===== src/rtl/sd_arb_pkg.sv =====
// sd_arb_pkg: shared types for the SD SPI read-port arbiter.
// FSM state encoding, requester index type and requester limit.
package sd_arb_pkg;

  localparam int MAX_REQ = 4;

  typedef logic [1:0] req_idx_t;

  typedef enum logic [1:0] {
    IDLE,
    ARB,
    OWNED,
    RELEASE
  } arb_state_t;

endpackage


===== src/rtl/sd_spi_arbiter_rr_pick.sv =====
// rr_pick: combinational round-robin picker.
// Ports: eligible mask, rr_ptr in; found flag and winning idx out.
module rr_pick
  import sd_arb_pkg::*;
#(
  parameter int N = 2
) (
  input  logic [N-1:0] eligible,
  input  req_idx_t     rr_ptr,
  output logic         found,
  output req_idx_t     idx
);

  logic [N-1:0] rot;

  // Rotate so bit 0 is the requester at rr_ptr.
  assign rot = N'({eligible, eligible} >> rr_ptr);

  always_comb begin
    found = 1'b0;
    idx   = '0;
    for (int k = 0; k < N; k++) begin
      if (!found && rot[k]) begin
        found = 1'b1;
        idx   = req_idx_t'((int'(rr_ptr) + k) % N);
      end
    end
  end

endmodule


===== src/rtl/sd_spi_arbiter.sv =====
// sd_spi_arbiter: shares one SD SPI read port between N_REQ requesters.
// Ports: clk, reset (async low), req_* in, gnt/req_busy/req_err/
// req_data_out/timeout_irq out, spi_* to/from the SD controller.
module sd_spi_arbiter
  import sd_arb_pkg::*;
#(
  parameter int N_REQ          = 2,
  parameter int GAP_CYCLES     = 4,
  parameter int TIMEOUT_CYCLES = 2**20
) (
  input  logic                 clk,
  input  logic                 reset,
  input  logic [N_REQ-1:0]     req_valid,
  input  logic [N_REQ-1:0]     req_r_multi_block,
  input  logic [N_REQ-1:0]     req_r_byte,
  input  logic [N_REQ*32-1:0]  req_block_addr,
  output logic [N_REQ-1:0]     gnt,
  output logic [N_REQ-1:0]     req_busy,
  output logic [N_REQ-1:0]     req_err,
  output logic [7:0]           req_data_out,
  output logic                 timeout_irq,
  output logic                 spi_r_multi_block,
  output logic                 spi_r_byte,
  output logic [31:0]          spi_block_addr,
  input  logic                 spi_busy,
  input  logic                 spi_err,
  input  logic [7:0]           spi_data_out
);

  localparam int WD_W =
    (TIMEOUT_CYCLES > 1) ? $clog2(TIMEOUT_CYCLES) : 1;
  localparam logic [WD_W-1:0] WD_LAST =
    WD_W'(TIMEOUT_CYCLES - 1);
  localparam logic [7:0] GAP_LAST = 8'(GAP_CYCLES - 1);
  localparam req_idx_t OWN_LAST = req_idx_t'(N_REQ - 1);

  arb_state_t       state;
  req_idx_t         owner;
  req_idx_t         rr_ptr;
  logic [N_REQ-1:0] revoked;
  logic [WD_W-1:0]  wd;
  logic [7:0]       gap;
  logic [N_REQ-1:0] gnt_q;
  logic             irq_q;

  logic [N_REQ-1:0] eligible;
  logic [N_REQ-1:0] own_oh;
  logic [N_REQ-1:0] pick_oh;
  logic             pick_found;
  req_idx_t         pick_idx;
  logic             owned;
  logic             owner_valid;
  logic             revoke_now;
  logic [31:0]      addr_mux;

  assign eligible = req_valid & ~revoked;

  rr_pick #(
    .N (N_REQ)
  ) u_pick (
    .eligible (eligible),
    .rr_ptr   (rr_ptr),
    .found    (pick_found),
    .idx      (pick_idx)
  );

  always_comb begin
    own_oh   = '0;
    pick_oh  = '0;
    addr_mux = '0;
    for (int i = 0; i < N_REQ; i++) begin
      own_oh[i]  = (owner == req_idx_t'(i));
      pick_oh[i] = (pick_idx == req_idx_t'(i));
      if (owner == req_idx_t'(i))
        addr_mux = req_block_addr[i*32 +: 32];
    end
  end

  assign owned       = (state == OWNED);
  assign owner_valid = |(req_valid & own_oh);
  assign revoke_now  = owned && owner_valid &&
                       spi_busy && (wd == WD_LAST);

  // Outputs are gated by the registered state, so an async
  // reset drops them without waiting for a clock.
  assign spi_r_multi_block =
    owned & |(req_r_multi_block & own_oh);
  assign spi_r_byte = owned & |(req_r_byte & own_oh);
  assign spi_block_addr = owned ? addr_mux : 32'h0;

  assign req_busy = owned ?
    (~own_oh | (spi_busy ? own_oh : '0)) : '1;
  assign req_err = (owned && spi_err) ? own_oh : '0;
  assign req_data_out = spi_data_out;
  assign gnt = gnt_q;
  assign timeout_irq = irq_q;

  always_ff @(posedge clk or negedge reset) begin
    if (!reset) begin
      state   <= IDLE;
      owner   <= '0;
      rr_ptr  <= '0;
      revoked <= '0;
      wd      <= '0;
      gap     <= '0;
      gnt_q   <= '0;
      irq_q   <= 1'b0;
    end else begin
      irq_q   <= 1'b0;
      // A revoked requester is forgiven once it lets go.
      revoked <= (revoked & req_valid) |
                 (revoke_now ? own_oh : '0);
      unique case (state)
        IDLE: begin
          if (|eligible)
            state <= ARB;
        end
        ARB: begin
          if (pick_found) begin
            owner  <= pick_idx;
            gnt_q  <= pick_oh;
            rr_ptr <= (pick_idx == OWN_LAST) ?
                      '0 : req_idx_t'(pick_idx + 1'b1);
            wd     <= '0;
            state  <= OWNED;
          end else begin
            state <= IDLE;
          end
        end
        OWNED: begin
          if (!owner_valid || revoke_now) begin
            state <= RELEASE;
            gnt_q <= '0;
            gap   <= '0;
            wd    <= '0;
            irq_q <= revoke_now;
          end else if (!spi_busy) begin
            wd <= '0;
          end else if (wd != '1) begin
            wd <= wd + 1'b1;
          end
        end
        RELEASE: begin
          if (gap >= GAP_LAST && !spi_busy)
            state <= ARB;
          else if (gap != 8'hFF)
            gap <= gap + 8'd1;
        end
        default: state <= IDLE;
      endcase
    end
  end

endmodule


===== config.mk =====
export PLATFORM = sky130hd
export DESIGN_NAME = sd_spi_arbiter
export DESIGN_NICKNAME = d
export VERILOG_FILES = /design/src/rtl/sd_arb_pkg.sv /design/src/rtl/sd_spi_arbiter_rr_pick.sv /design/src/rtl/sd_spi_arbiter.sv
export SDC_FILE = /design/constraint.sdc
export NUM_CORES = 1
export LEC_CHECK = 0
export CAP_MARGIN = 20
export CORE_MARGIN = 10
export CORE_UTILIZATION = 45
export CTS_CLUSTER_DIAMETER = 120
export DETAILED_ROUTE_END_ITERATION = 8
export PLACE_DENSITY = 0.87
export SLEW_MARGIN = 40
export SYNTH_ARGS = -nofsm -noshare
export SYNTH_HDL_FRONTEND = slang
export SYNTH_SLANG_ARGS = --single-unit
export TNS_END_PERCENT = 1

===== constraint.sdc =====
create_clock -name clk -period 3.75 [get_ports clk]
set_clock_uncertainty 0.2 [all_clocks]
set_input_delay 0.9375 -clock clk [delete_from_list [all_inputs] [get_ports clk]]
set_output_delay 0.9375 -clock clk [all_outputs]
set_load 0.02 [all_outputs]

# Word level (Yosys, flattened, before mapping)
# Cells that the tools add are included.
dict set report word_totals {
  regBits 39
  word_cells 96
  input_bits 82
}
dict set report classes {
  bitwise 12
  shift 1
  add_sub_neg 4
  eq_ne 15
  magnitude_cmp 1
  n_mux 31
  n_reduce_logical 24
}
# cell count
set ops {}
lappend ops {{two-way mux 32 bit} 3}
lappend ops {{two-way mux 20 bit} 4}
lappend ops {{case mux 20 bit (2 select lines)} 1}
lappend ops {{two-way mux 2 bit} 12}
lappend ops {{two-way mux 8 bit} 3}
lappend ops {{adder 20 x 1 -> 20 bit (second input constant)} 1}
lappend ops {{equality test 20 bit (second input constant)} 1}
lappend ops {{!= test 20 bit (second input constant)} 1}
lappend ops {{case mux 8 bit (2 select lines)} 1}
lappend ops {{bitwise AND 2 bit} 5}
lappend ops {{!= test 2 bit (second input constant)} 5}
lappend ops {{AND reduction 3 bit} 3}
lappend ops {{adder 8 x 1 -> 8 bit (second input constant)} 1}
lappend ops {{greater-or-equal comparator 8 x 2 -> 1 bit (second input constant)} 1}
lappend ops {{!= test 8 bit (second input constant)} 1}
lappend ops {{case mux 2 bit (4 select lines)} 1}
lappend ops {{OR reduction 2 bit} 4}
lappend ops {{equality test 2 x 1 -> 1 bit (second input constant)} 3}
lappend ops {{logical AND 1 bit} 6}
lappend ops {{zero test 2 bit} 3}
lappend ops {{two-way mux 1 bit} 5}
lappend ops {{equality test 2 bit (second input constant)} 2}
lappend ops {{!= test 4 x 2 -> 1 bit (second input constant)} 1}
lappend ops {{inverter 2 bit} 2}
lappend ops {{other kinds (13)} 18}

# Logic depth before layout (Yosys ltp)
dict set report logic_depth {
  depth_word 10
  depth_mapped 8
}

# By module
# Synthesis repeated with hierarchy kept, for this count alone.
dict set report hier_totals {
  hier_cells 322
  area_unflattened_um2 2793.9
}
# module cells_each area_each_um2 n_inst
set modules_own_cells {}
lappend modules_own_cells {sd_spi_arbiter 316 2760.1 1}
lappend modules_own_cells {rr_pick 6 33.8 1}

# Least setup slack after synthesis
# OpenSTA, ideal clock, no wires.
dict set report synth_path {
  path_kind {flip-flop to output port}
  start {reg state[0]}
  end {out spi_block_addr[25]}
  required_ns 2.612
  slack_ns 1.099
  stages_incl_launch_ff 6
  t_arrival_ns 1.514
  cell_sequence {dfrtp_1 inv_1 ha_1 clkbuf_1 clkbuf_1 nor2b_1}
}
dict set report synth_via {
  elab_chain_cells 2
}
# item line
set synth_lines {}
lappend synth_lines {{start, declared} sd_spi_arbiter.sv:37} ;# arb_state_t state;
lappend synth_lines {{start signal, assigned} sd_spi_arbiter.sv:100} ;# state <= IDLE;
lappend synth_lines {{start signal, assigned} sd_spi_arbiter.sv:116} ;# state <= ARB;
lappend synth_lines {{start signal, assigned} sd_spi_arbiter.sv:125} ;# state <= OWNED;
lappend synth_lines {{equality test 2 bit} sd_spi_arbiter.sv:79} ;# assign owned = (state == OWNED);
lappend synth_lines {{two-way mux 32 bit} sd_spi_arbiter.sv:89} ;# assign spi_block_addr = owned ? addr_mux : 32'h0;
lappend synth_lines {{end, declared} sd_spi_arbiter.sv:24} ;# output logic [31:0] spi_block_addr,
# No other way between the ends.

# Worst setup path in the final report
dict set report layout_path {
  start {in req_block_addr[53]}
  end {out spi_block_addr[21]}
}
dict set report layout_via {
  elab_chain_cells 2
}
# item line
set layout_lines {}
lappend layout_lines {{start, declared} sd_spi_arbiter.sv:16} ;# input logic [N_REQ*32-1:0] req_block_addr,
lappend layout_lines {{two-way mux 32 bit} sd_spi_arbiter.sv:74} ;# if (owner == req_idx_t'(i))
lappend layout_lines {{two-way mux 32 bit} sd_spi_arbiter.sv:89}
# No other way between the ends.

==> impl_results.md <==
- Status: completed
- Num rows: 28
- Final GP Congestion: 0.883
- Hold Fails Final Rpt: 0
- Critical Path Start Type: input pin
- Cell total after placement: 475
- Worst-Margin Slew: a little over 0.5 ns
- FF+latch count, synth: 37
- Synth top area share: 33.3%
- Clock Latency Late Sink: roughly 0.29 ns
- Initial antenna violation count: 0
- Hold depth: 1
- Synthesis Warnings: 0
- Detailed Routing Iterations Pass 1: 4
- Post-detailed-routing wire length: 9130 um
- Nets: 495
- Ys flop type: dfrtp_1
- Post-Synth Simple-Gate Area: 27.2%
- Setup violators final: 0
- Netlist cell types: 52
- Fin Setup TNS: 0 ns
- Syn Std Cell Area: 0.00278 sq mm
- # IOs: 131
- Remaining global-route overflow: 0
- Syn Area/Cell: 9.11 sq um
- Core Region: 0.00596 sq mm
- Largest net degree at the start of global routing: 45
- Post-synth EDFFs: 0
- Family with the most delay on the worst path: buffers and inverters
- Critical Path Sink Type: output pin
- Worst Reg-to-Reg Cells: 6
- Min-delay src: gnt[1]
- Vias/cell: approximately 5.6
- Pins over their slew limit: 0
- CTS Buf Count: 5
- Ant. Diodes: 0
- Synth Area in Compound Gates: between 10% and 20%
- Worst EP arrival: 2.29 ns
- Rel. slew slack: 65.6%
- Critical Path RT: 2.61 ns
- Post-synthesis sequential area ratio: 33.3%
- Critical path peak fanout: 1
- Delay of the slowest cell on the worst path: 0.64 ns
- Fraction of layout cells with a size suffix above 1: under 10%
- Pwr Total: 1.83 mW
- Top area cells in the synthesized netlist: dfrtp_1 33%, mux2i_1 13%, nor2b_1 8.6%, nor2_1 2.8%, xor2_1 2.8%
- H-tree Lvls: 2
- Asr flop ratio synth: 100%
- Cell count after synthesis: ~310
- CTS max path bufs: 2
- PortBufs: 114
- DRT antenna net count: 0
- Most common cell in the netlist: nor2b_1
- DPL Wire Length: 7340 um
- Fin cells: just under 500
- Post-CTS setup buffers: 0
- Setup crit start: req_block_addr[53]
- Minimum clock period: approximately 3.4 ns
- First-pass GRT wire length: 14,100 um
- Critical path class: in2out
- Final period utilization: between 90 and 100%
- Max rail drop VDD: 332 uV
- Die height: 98.6 um
- Post-synth top cells: 38 x nor2b_1, 37 x dfrtp_1, 36 x mux2i_1, 21 x nor2_1, 16 x nand2_1
- Worst reg2reg path startpoint: state[1]
- Reg clk slew, reported paths: 0.07 ns
- Max-cap violation count: 0
- Bufs and invs on worst path: 2
- Hold crit path type: reg2reg
- Synth Net Count: 393
- Power density cells: roughly 460 mW/mm^2
- WP depth: 4
- Most used cell, CP: clkdlybuf4s50_1
- CP max-delay cell: clkdlybuf4s50_1
- Routed via count: 2,696
- Die area: 0.00972 sq mm
- Die X: 98.6 um
- Residual DRC: 0
- Total track usage: 17.7%
- # hold bufs at CTS: 0
- Cell taking the most area after synthesis: dfrtp_1
- RSZ-0062 raised after global routing: no
- Fmax: 292 MHz
- CTS Sinks: 37
- CP Cell Sequence: clkdlybuf4s50_1 -> mux2i_1 -> nor2b_1 -> clkdlybuf4s50_1
- Wire per inst: 18.9 um
- Post-Synth Adder-Cell Area: 2.70%
- Leakage: 1.72 nW
- Resize count post-CTS: 0
- DRT iter0 DRCs: between 150 and 200
- XOR/XNOR Fraction of Synth Area: 2.84%
- Initial Utilization: 46.7%
- Largest family of logic cells by synthesized area: simple AND/OR/NAND/NOR gates
- CTS root buffer: clkbuf_8
- Mux share of post-synthesis cell area: 13.8%
- Area Growth Syn to Fin: 44.5%
- Vias in the first global route: between 2,000 and 3,000
- CTS tree: done
## routing by layer
layer  vias to the layer above  global-route usage [%]  share of wire [%]
met3                        17                    3.84                5.4
li1                       1302                       -                  -
met2                        87                    31.7                 51
met4                         0                    5.51                1.6
met5                         -                       0                  0
met1                      1290                    20.6                 42
## power by group
part           internal (mW)  switching, mW
combinational          0.494          0.535
clock                  0.129          0.141
sequential             0.448         0.0850
## layout make-up
class,count,area [sq um]
clock inverters,2,10.0
clock buffers,6,72.6
fillers,465,1940
multi-input cells,239,1710
repair buffers,118,1180
inverters,6,22.5
well taps,75,93.8
flip-flops and latches,37,927
## registers in the layout, summed over array words and instances (netlist names)
| signal | flops |
|---|---|
| gap | 8 |
| owner | 1 |
| wd | 20 |
| revoked | 2 |
| state | 2 |
| timeout_irq | 1 |
| rr_ptr | 1 |
| gnt | 2 |
## layout by cell type, fill, tap and decap left out, drive strengths merged, types with 3 or more instances in the layout
cell type      count
xor2               9
nor4               5
clkdlybuf4s50    113
nor4b              3
a211o              3
dfrtp             37
a21oi              9
buf                5
and2               4
or3                3
inv                6
mux2i             36
nand4             10
nor2              21
nor3               3
a31oi              4
and3               8
nor2b             38
clkbuf             6
nand2             16
o21ai             12
nand2b             4
a22o               7
nand3             13
ha                 6
a21o               3
## final timing paths
| path | end | slack, ns |
|---|---|---|
| worst max-delay path | spi_block_addr[21] | 0.32 |
| worst min-delay path | gnt[1] | 0.32 |
| worst max register to register | gap[2] | 1.33 |
| worst min register to register | gnt[1] | 0.32 |
| max in group asynchronous | owner[0] | 2.60 |
| min in group asynchronous | wd[6] | 0.40 |
## cell families after synthesis
group                    Yosys count
adder cells (fa/ha/maj)            6
buffers and inverters             29
AO/OA/AOI/OAI                     55
XOR/XNOR                           9
flip-flops                        37
multiplexers                      38
AND/OR/NAND/NOR                  131
## metrics by stage
step	hold slack (ns)	area, sq um	setup slack [ns]	utilization, %
floorplan	0.266	2780	1.10	-
global placement	0.284	3930	0.346	66.0
detailed placement	0.295	3930	0.323	66.0
CTS	0.324	4010	0.317	67.4
global route	0.356	4020	0.237	67.4
finish	0.325	4020	0.323	67.4
(Power assumes the default switching activity.)
